### src/rtl/mdu_ctrl_pkg.sv
// Shared encodings for the multiply/divide unit: op codes, FSM states and op-class helpers.
package mdu_ctrl_pkg;

  localparam int MDU_DATA_W = 32;

  typedef enum logic [1:0] {
    OP_MULT  = 2'b00,
    OP_MULTU = 2'b01,
    OP_DIV   = 2'b10,
    OP_DIVU  = 2'b11
  } mdu_op_e;

  typedef enum logic [1:0] {
    ST_IDLE = 2'b00,
    ST_MUL  = 2'b01,
    ST_DIV  = 2'b10,
    ST_DONE = 2'b11
  } mdu_state_e;

  function automatic logic op_is_div(input mdu_op_e op);
    return (op == OP_DIV) || (op == OP_DIVU);
  endfunction

  function automatic logic op_is_signed(input mdu_op_e op);
    return (op == OP_MULT) || (op == OP_DIV);
  endfunction

endpackage

### src/rtl/mdu_ctrl_if.sv
// EX-stage <-> MDU connection: operation request from the pipeline, stall/result back to it.
interface mdu_ctrl_if #(parameter int DATA_W = 32) ();
  import mdu_ctrl_pkg::*;

  logic              start;
  mdu_op_e           op;
  logic [DATA_W-1:0] src_a;
  logic [DATA_W-1:0] src_b;
  logic              flush;
  logic              stall;
  logic              busy;
  logic              done;
  logic              hilo_we;
  logic [DATA_W-1:0] hi_o;
  logic [DATA_W-1:0] lo_o;

  modport master (
    output start, op, src_a, src_b, flush,
    input  stall, busy, done, hilo_we, hi_o, lo_o
  );

  modport slave (
    input  start, op, src_a, src_b, flush,
    output stall, busy, done, hilo_we, hi_o, lo_o
  );

endinterface

### src/rtl/mdu_ctrl_div_radix2_step.sv
// One restoring-division step: shift {rem,quo} left by one and subtract the divisor if it fits.
module div_radix2_step #(
  parameter int DATA_W = 32
) (
  input  logic [DATA_W-1:0] rem,
  input  logic [DATA_W-1:0] quo,
  input  logic [DATA_W-1:0] divisor,
  output logic [DATA_W-1:0] rem_next,
  output logic [DATA_W-1:0] quo_next
);

  logic [DATA_W:0] shifted;
  logic [DATA_W:0] diff;

  // rem < divisor always holds, so the top bit of diff is a clean borrow flag
  always_comb begin
    shifted = {rem, quo[DATA_W-1]};
    diff    = shifted - {1'b0, divisor};
    if (!diff[DATA_W]) begin
      rem_next = diff[DATA_W-1:0];
      quo_next = {quo[DATA_W-2:0], 1'b1};
    end else begin
      rem_next = shifted[DATA_W-1:0];
      quo_next = {quo[DATA_W-2:0], 1'b0};
    end
  end

endmodule

### src/rtl/mdu_ctrl.sv
// Multi-cycle MULT/MULTU/DIV/DIVU unit for EX: registered multiplier, iterated restoring
// divider, HI/LO commit strobe and flush abort.
//
//   state   | meaning
//   --------+-------------------------------------------------------------
//   ST_IDLE | waiting for start; operands latched on acceptance
//   ST_MUL  | product settling for MUL_LAT cycles
//   ST_DIV  | one restoring step per cycle, count 0..DATA_W-1
//   ST_DONE | one-cycle result cycle, done/hilo_we asserted
module mdu_ctrl
  import mdu_ctrl_pkg::*;
#(
  parameter int DATA_W  = MDU_DATA_W,
  parameter int MUL_LAT = 1
) (
  input  logic        clk,
  input  logic        resetn,
  mdu_ctrl_if.slave   bus
);

  localparam int CNT_W = $clog2(DATA_W);

  mdu_state_e          state;
  logic [CNT_W-1:0]    count;
  mdu_op_e             op_q;
  logic [DATA_W-1:0]   a_q;
  logic [DATA_W-1:0]   b_q;
  logic [DATA_W-1:0]   rem_q;
  logic [DATA_W-1:0]   quo_q;
  logic [DATA_W-1:0]   dvsr_q;
  logic                neg_quo;
  logic                neg_rem;
  logic                done_q;
  logic [DATA_W-1:0]   hi_q;
  logic [DATA_W-1:0]   lo_q;

  logic                sgn_in;
  logic                sgn_mul;
  logic [2*DATA_W-1:0] mul_a;
  logic [2*DATA_W-1:0] mul_b;
  logic [2*DATA_W-1:0] product;
  logic [DATA_W-1:0]   rem_next;
  logic [DATA_W-1:0]   quo_next;
  logic [DATA_W-1:0]   quo_fix;
  logic [DATA_W-1:0]   rem_fix;

  function automatic logic [DATA_W-1:0] mag(input logic [DATA_W-1:0] v, input logic sgn);
    return (sgn && v[DATA_W-1]) ? -v : v;
  endfunction

  assign sgn_in  = op_is_signed(bus.op);
  assign sgn_mul = (op_q == OP_MULT);

  // Sign/zero extension to full width makes the low 2*DATA_W bits of one unsigned multiply
  // correct for both MULT and MULTU.
  assign mul_a   = {{DATA_W{sgn_mul & a_q[DATA_W-1]}}, a_q};
  assign mul_b   = {{DATA_W{sgn_mul & b_q[DATA_W-1]}}, b_q};
  assign product = mul_a * mul_b;

  div_radix2_step #(.DATA_W(DATA_W)) u_step (
    .rem      (rem_q),
    .quo      (quo_q),
    .divisor  (dvsr_q),
    .rem_next (rem_next),
    .quo_next (quo_next)
  );

  assign quo_fix = neg_quo ? -quo_next : quo_next;
  assign rem_fix = neg_rem ? -rem_next : rem_next;

  always_ff @(posedge clk or negedge resetn) begin
    if (!resetn) begin
      state   <= ST_IDLE;
      count   <= '0;
      op_q    <= OP_MULT;
      a_q     <= '0;
      b_q     <= '0;
      rem_q   <= '0;
      quo_q   <= '0;
      dvsr_q  <= '0;
      neg_quo <= 1'b0;
      neg_rem <= 1'b0;
      done_q  <= 1'b0;
      hi_q    <= '0;
      lo_q    <= '0;
    end else begin
      done_q <= 1'b0;
      if (bus.flush) begin
        state <= ST_IDLE;
        count <= '0;
      end else begin
        case (state)
          ST_IDLE: begin
            if (bus.start) begin
              op_q  <= bus.op;
              a_q   <= bus.src_a;
              b_q   <= bus.src_b;
              count <= '0;
              if (!op_is_div(bus.op)) begin
                state <= ST_MUL;
              end else if (bus.src_b == '0) begin
                hi_q   <= bus.src_a;
                lo_q   <= '1;
                done_q <= 1'b1;
                state  <= ST_DONE;
              end else begin
                rem_q   <= '0;
                quo_q   <= mag(bus.src_a, sgn_in);
                dvsr_q  <= mag(bus.src_b, sgn_in);
                neg_quo <= sgn_in & (bus.src_a[DATA_W-1] ^ bus.src_b[DATA_W-1]);
                neg_rem <= sgn_in & bus.src_a[DATA_W-1];
                state   <= ST_DIV;
              end
            end
          end
          ST_MUL: begin
            if (count == CNT_W'(MUL_LAT - 1)) begin
              hi_q   <= product[2*DATA_W-1:DATA_W];
              lo_q   <= product[DATA_W-1:0];
              done_q <= 1'b1;
              count  <= '0;
              state  <= ST_DONE;
            end else begin
              count <= count + CNT_W'(1);
            end
          end
          ST_DIV: begin
            rem_q <= rem_next;
            quo_q <= quo_next;
            if (count == CNT_W'(DATA_W - 1)) begin
              hi_q   <= rem_fix;
              lo_q   <= quo_fix;
              done_q <= 1'b1;
              count  <= '0;
              state  <= ST_DONE;
            end else begin
              count <= count + CNT_W'(1);
            end
          end
          default: state <= ST_IDLE;
        endcase
      end
    end
  end

  assign bus.busy    = (state != ST_IDLE);
  assign bus.done    = done_q;
  assign bus.stall   = bus.start & ~done_q;
  assign bus.hilo_we = done_q & ~bus.flush;
  assign bus.hi_o    = hi_q;
  assign bus.lo_o    = lo_q;

endmodule
### src/flat_wrapper.sv
// flat-port wrapper written by rule: the top's interface ports become plain ports
module mdu_ctrl_flat import mdu_ctrl_pkg::*;
#(
  parameter int DATA_W  = MDU_DATA_W,
  parameter int MUL_LAT = 1
)
  (clk, resetn, bus_start, bus_op, bus_src_a, bus_src_b, bus_flush, bus_stall, bus_busy, bus_done, bus_hilo_we, bus_hi_o, bus_lo_o);
  mdu_ctrl_if #(.DATA_W(DATA_W)) bus_i ();
  input  logic clk;
  input  logic resetn;
  input wire logic [$bits(bus_i.start)-1:0] bus_start;
  input wire logic [$bits(bus_i.op)-1:0] bus_op;
  input wire logic [$bits(bus_i.src_a)-1:0] bus_src_a;
  input wire logic [$bits(bus_i.src_b)-1:0] bus_src_b;
  input wire logic [$bits(bus_i.flush)-1:0] bus_flush;
  output wire logic [$bits(bus_i.stall)-1:0] bus_stall;
  output wire logic [$bits(bus_i.busy)-1:0] bus_busy;
  output wire logic [$bits(bus_i.done)-1:0] bus_done;
  output wire logic [$bits(bus_i.hilo_we)-1:0] bus_hilo_we;
  output wire logic [$bits(bus_i.hi_o)-1:0] bus_hi_o;
  output wire logic [$bits(bus_i.lo_o)-1:0] bus_lo_o;
  assign bus_i.start = bus_start;
  assign bus_i.op = bus_op;
  assign bus_i.src_a = bus_src_a;
  assign bus_i.src_b = bus_src_b;
  assign bus_i.flush = bus_flush;
  assign bus_stall = bus_i.stall;
  assign bus_busy = bus_i.busy;
  assign bus_done = bus_i.done;
  assign bus_hilo_we = bus_i.hilo_we;
  assign bus_hi_o = bus_i.hi_o;
  assign bus_lo_o = bus_i.lo_o;
  mdu_ctrl #(.DATA_W(DATA_W), .MUL_LAT(MUL_LAT)) u_core (.clk(clk), .resetn(resetn), .bus(bus_i));
endmodule
### config.mk
export PLATFORM = sky130hd
export DESIGN_NAME = mdu_ctrl_flat
export DESIGN_NICKNAME = d
export VERILOG_FILES = /design/src/rtl/mdu_ctrl_pkg.sv /design/src/rtl/mdu_ctrl_if.sv /design/src/rtl/mdu_ctrl_div_radix2_step.sv /design/src/rtl/mdu_ctrl.sv /design/src/flat_wrapper.sv
export SDC_FILE = /design/constraint.sdc
export NUM_CORES = 2
export LEC_CHECK = 0
export ABC_CLOCK_PERIOD_IN_PS = 8900
export BUFFER_PORTS_ARGS = -buffer_cell sky130_fd_sc_hd__clkbuf_2
export CAP_MARGIN = 30
export CORE_UTILIZATION = 32
export DETAILED_ROUTE_END_ITERATION = 7
export REMOVE_ABC_BUFFERS = 1
export SYNTH_ARGS = -nofsm -noshare
export SYNTH_HDL_FRONTEND = slang
export SYNTH_SLANG_ARGS = --single-unit
### constraint.sdc
create_clock -name clk -period 8.9 [get_ports clk]
set_input_delay 1.335 -clock clk [delete_from_list [all_inputs] [get_ports clk]]
set_output_delay 1.335 -clock clk [all_outputs]
set_load 0.01 [all_outputs]
# Yosys cells after proc, flatten, opt, wreduce, memory -nomap -nowiden
# Cells that the tools add are included.
[word_totals]
reg_bits = 236
latch_bits = 0
ramBits = 0
mem_bits_ro = 0
inputBits = 70
output_inout_bits = 68
n_memories = 0
[op_classes]
n_addsub = 6
n_mul = 1
div = 0
magnitude_cmp = 0
eq_ne = 14
shifts = 0
mux = 45
n_bitwise = 10
n_reduce_logical = 19
[ops]
columns = ["op", "n"]
rows = [
  ["two-way mux 32 bit", 21],
  ["one-hot mux 32 bit (3 select lines)", 2],
  ["negator 32 bit", 4],
  ["one-hot mux 32 bit (2 select lines)", 2],
  ["multiplier 33 x 33 -> 64 bit", 1],
  ["subtractor 33 x 32 -> 33 bit", 1],
  ["zero test 32 bit", 1],
  ["two-way mux 5 bit", 4],
  ["one-hot mux 5 bit (3 select lines)", 1],
  ["two-way mux 2 bit", 5],
  ["AND reduction 5 bit", 2],
  ["two-way mux 1 bit", 8],
  ["!= test 2 x 1 -> 1 bit, second input constant", 4],
  ["AND reduction 7 bit", 1],
  ["AND 1 bit", 6],
  ["equality test 2 bit, second input constant", 3],
  ["zero test 2 bit", 3],
  ["!= test 3 x 2 -> 1 bit, second input constant", 2],
  ["one-hot mux 2 bit (3 select lines)", 1],
  ["AND reduction 3 bit", 2],
  ["adder 5 x 1 -> 5 bit, second input constant", 1],
  ["equality test 5 bit, second input constant", 1],
  ["zero test 5 bit", 1],
  ["!= test 2 bit, second input constant", 2],
  ["other kinds (11)", 16],
]

# Logic depth before layout (Yosys ltp)
[logic_depth]
ltp_word = 8
mapped_depth = 33
mapped_depth_nobuf = 31

# Cells and area by module
# Synthesis repeated with hierarchy kept, for this count alone.
[hier_totals]
hier_cells = 6018
hier_area_um2 = 53567.6
[by_module_without_submodules]
columns = ["mod", "n_inst", "cells_per_inst", "area_each_um2", "seq_area_each_um2"]
rows = [
  ["mdu_ctrl", 1, 5682, 50976.4, 5905.7],
  ["div_radix2_step", 1, 336, 2591.2, 0.0],
]

# Worst setup path before layout
# Ideal clock, no wire load.
[synth_timing]
kind = "register to register"
startpoint = "reg u_core.op_q[1]"
endpoint = "reg u_core.hi_q[27], in the netlist u_core.bus.hi_o[27]"
t_arrival_ns = 7.979
required_time_ns = 8.769
path_slack_ns = 0.790
stages_incl_launch_ff = 30
n_path_buf = 3
synth_period_minus_slack_ns = 8.110
path_cell_list = "dfrtp_1 -> nor2_1 -> clkbuf_1 -> clkbuf_1 -> and3_1 -> fa_1 -> fa_1 -> fa_1 -> fa_1 -> inv_1 -> fa_1 -> inv_1 -> fa_1 -> inv_1 -> fa_1 -> fa_1 -> inv_1 -> ha_1 -> clkbuf_1 -> a21o_1 -> a21o_1 -> a21oi_1 -> nand2_1 -> a21oi_1 -> a22oi_1 -> a221oi_1 -> nor2b_1 -> xnor2_1 -> a221oi_1 -> nor3_1"
[synth_via]
elab_chain_cells = 5
elab_cells_between_ends = 6
classes_between = "mul (1); mux (2); bitwise (2); reduce/logical (1)"
[synth_rtl]
columns = ["element", "line", "source"]
rows = [
  ["start, declared", "mdu_ctrl.sv:25", "mdu_op_e op_q;"],
  ["start signal, assigned", "mdu_ctrl.sv:95", "op_q <= bus.op;"],
  ["zero test 2 bit (*)", "mdu_ctrl.sv:52", "assign sgn_mul = (op_q == OP_MULT);"],
  ["AND 1 bit, on equally long branches", "mdu_ctrl.sv:56, mdu_ctrl.sv:57", ""],
  ["multiplier 33 x 33 -> 64 bit (*)", "mdu_ctrl.sv:58", "assign product = mul_a * mul_b;"],
  ["two-way mux 32 bit (*)", "mdu_ctrl.sv:117", "if (count == CNT_W'(MUL_LAT - 1)) begin"],
  ["one-hot mux 32 bit (3 select lines) (*)", "mdu_ctrl.sv:92", "case (state)"],
  ["end signal, assigned", "mdu_ctrl.sv:102", "hi_q <= bus.src_a;"],
  ["end signal, assigned", "mdu_ctrl.sv:118", "hi_q <= product[2*DATA_W-1:DATA_W];"],
  ["end signal, assigned", "mdu_ctrl.sv:131", "hi_q <= rem_fix;"],
  ["end, declared", "mdu_ctrl.sv:34", "logic [DATA_W-1:0] hi_q;"],
]
# Every way passes the cells marked *; elsewhere a longest branch is shown, timed or not. The select of a mux whose other input is x is not followed.
# A chain may end at the register's enable or synchronous reset.

# Worst setup path in the final report
[layout_timing]
startpoint = "reg u_core.a_q[5]"
endpoint = "reg u_core.hi_q[13], in the netlist u_core.bus.hi_o[13]"
[layout_via]
elab_chain_cells = 3
[layout_rtl]
columns = ["element", "line", "source"]
rows = [
  ["start, declared", "mdu_ctrl.sv:26", "logic [DATA_W-1:0] a_q;"],
  ["start signal, assigned", "mdu_ctrl.sv:96", "a_q <= bus.src_a;"],
  ["multiplier 33 x 33 -> 64 bit", "mdu_ctrl.sv:58", ""],
  ["two-way mux 32 bit", "mdu_ctrl.sv:117", ""],
  ["one-hot mux 32 bit (3 select lines)", "mdu_ctrl.sv:92", ""],
]
# Every way passes these cells. The select of a mux whose other input is x is not followed.

==> out/metrics.cfg <==
[yosys]
synth_cells=6161
async_flop_share=1.00
ys.flop_type=dfrtp_1
synth-seq-cells=236
synth_enable_flop_cells=0
syn_area_um2=53300
ys_seq_area_frac=0.111
ys_types=94
ys_warn_count=0
syn_avg_cell_area_um2=8.66

[placed_design]
hpwl_mm=136
gp_congestion=0.949
port_buffers=137

[detailed_routing]
first_pass_iters=8
vias=42300
drtAntennaViolNets=0
vias_per_cell=5.07
drc=30
post_drt_wl_per_cell_um=19.9
dr.first_iter.drc_count=3301
wl_mm=167

[critical_path]
r2r-start=u_core.a_q[5]
arrival_ns=9.18
reg2reg_depth=25
cp_max_fo=13
startpoint=u_core.a_q[5]
start_kind=register
crit_end=u_core.bus.hi_o[13]
timing.rr.end=u_core.bus.hi_o[13]
cp-end-kind=register
path_class=reg -> reg
cp_data_required_time_ns=9.37
r2r_slack_ns=0.20

[cells_and_area]
seq_area_um2=5920
final_common_cell=inv_1
syn2layout_area_growth_pct=8.93
drive_above_1_share=0.0738
nets=7596
nFillCells=17100
multi_input_area_um2=41300
layout_common_cells=inv_1, nand2_1, fa_1
fin_util=0.352

[floorplanning]
die_h_um=410
die_w_um=410
start_util=0.323
pin_count=138
fp.coreArea_um2=165000
fp-row-count=149
design.die.area_um2=168000

[hold_path]
min_path_type=reg -> reg

[sta]
post-route-period-util=0.978
setup_tns_ns=0
timing.final.hold_violations=0
worst_pin_slew_ns=1.08
rsz0062_at_grt=false
drv_slew=0
slew_headroom=0.278
setup_viol=0
fmax_mhz=115
fin_skew_ns=0.0351
finalCriticalPeriod_ns=8.70

[clock_tree]
cts_max_path_buffers=3
cts.htree.levels=1
cts_tree=done
clk_latency_ns=0.63
cts_hold_buf=0
numCtsBuffers=31
clock_sinks=236
cts_root_buf=clkbuf_16
path_clk_slew_ns=0.07

[global_route]
grt_pass1_wl_mm=260
gr-usage-all-layers=0.200
grt_overflow=0
grt_max_degree=71
antenna_found_initial=9
grt_pass1_vias=44000

[run]
cap_violations=0

[outcome]
violations=design-rule violations
status=complete, but fails checks

[cells by family after synthesis]
family | synth area share
DFF | 0.111
adders and majority gates | 0.483
muxes | 0.00378
AOI/OAI and AO/OA | 0.0913
xor gates and xnor gates | 0.0327
and+or+nand+nor | 0.162
buffers and inverters | 0.117
[per-stage QoR]
step / hold slack, ns / std cells / setup slack, ns / instance area (um^2)
final: 0.478 / 8357 / 0.197 / 58100
after global placement: 0.461 / 8287 / 0.176 / 56800
after detailed placement: 0.468 / 8290 / -0.0109 / 56900
after CTS: 0.481 / 8345 / 0.0313 / 57900
after floorplan: 0.447 / 5798 / 0.317 / 51900
after global routing: 0.510 / 8356 / 0.00138 / 58100
[worst max-delay path, cell delays in order (launching register included)]
cell	delay, ns
dfrtp_1	0.93
buf_4	0.36
nand2_1	0.09
fa_1	0.51
fa_1	0.44
fa_1	0.49
inv_1	0.06
fa_1	0.54
ha_1	0.22
ha_1	0.27
inv_1	0.04
fa_1	0.44
fa_1	0.48
inv_1	0.04
ha_1	0.20
or3_1	0.41
o2111ai_1	0.60
a2111oi_1	0.18
buf_4	0.19
o21ai_1	0.43
nand2_1	0.31
a41oi_1	0.32
xnor2_1	0.10
a221oi_1	0.51
buf_4	0.27
o31ai_1	0.08
[flip-flops by register name, indices dropped and copies added (netlist names)]
name and count:
u_core.b_q 32, u_core.bus.done 1, u_core.quo_q 32, u_core.rem_q 32, u_core.bus.lo_o 32, u_core.op_q 2
u_core.neg_quo 1, u_core.bus.hi_o 32, u_core.dvsr_q 32, u_core.neg_rem 1, u_core.count 5, u_core.a_q 32
u_core.state 2
[layer usage]
metal / wire length (um) / global-route usage
met1: 68300 / 0.261
met2: 78400 / 0.327
met3: 14000 / 0.0463
met4: 5920 / 0.0612
met5: 51 / 0
[final cells by class]
| type | count | share of cell area |
|---|---|---|
| flip-flops and latches | 236 | 0.102 |
| inverters | 1264 | 0.0819 |
| multi-input cells | 4298 | 0.712 |
| well taps | 2189 | 0.0471 |
| clock buffers | 38 | 0.0145 |
| repair buffers | 314 | 0.0396 |
| diodes | 1 | 0.0000431 |
| clock inverters | 17 | 0.00345 |
[Yosys cell counts (all sizes together) (30+ instances only)]
master,instances,share of area
and2,261,0.031
nor2,230,0.016
o21ai,200,0.019
clkbuf,348,0.026
xor2,74,0.012
ha,255,0.060
a221oi,42,0.0070
nor3,46,0.0043
or3,30,0.0036
fa,1126,0.42
and3,32,0.0038
nand2,1182,0.083
dfrtp,236,0.11
xnor2,125,0.021
o31ai,47,0.0067
nand3,60,0.0057
inv,1263,0.089
a21o,74,0.010
a21oi,176,0.017
[worst min-delay path by stage]
stage	start	endpoint	slack (ns)	cells after the start
floorplan	u_core.op_q[0]	u_core.op_q[0]	0.45	2
finish	u_core.dvsr_q[19]	u_core.dvsr_q[19]	0.48	2
CTS	u_core.bus.hi_o[9]	u_core.bus.hi_o[9]	0.48	1
global placement	u_core.a_q[2]	u_core.a_q[2]	0.46	2
global route	u_core.bus.lo_o[14]	u_core.bus.lo_o[14]	0.51	2
detailed placement	u_core.bus.hi_o[9]	u_core.bus.hi_o[9]	0.47	1
[repair_timing]
item / CTS / global route
cloned: 0 / 1
pin swaps: 0 / 5
buffers inserted: 0 / 8
endpoints found under the setup margin: 2 / 22
gates resized for setup: 2 / 29
Power is not shown: default switching activity piles up to over one toggle a cycle in this logic, so the estimate is an artifact.
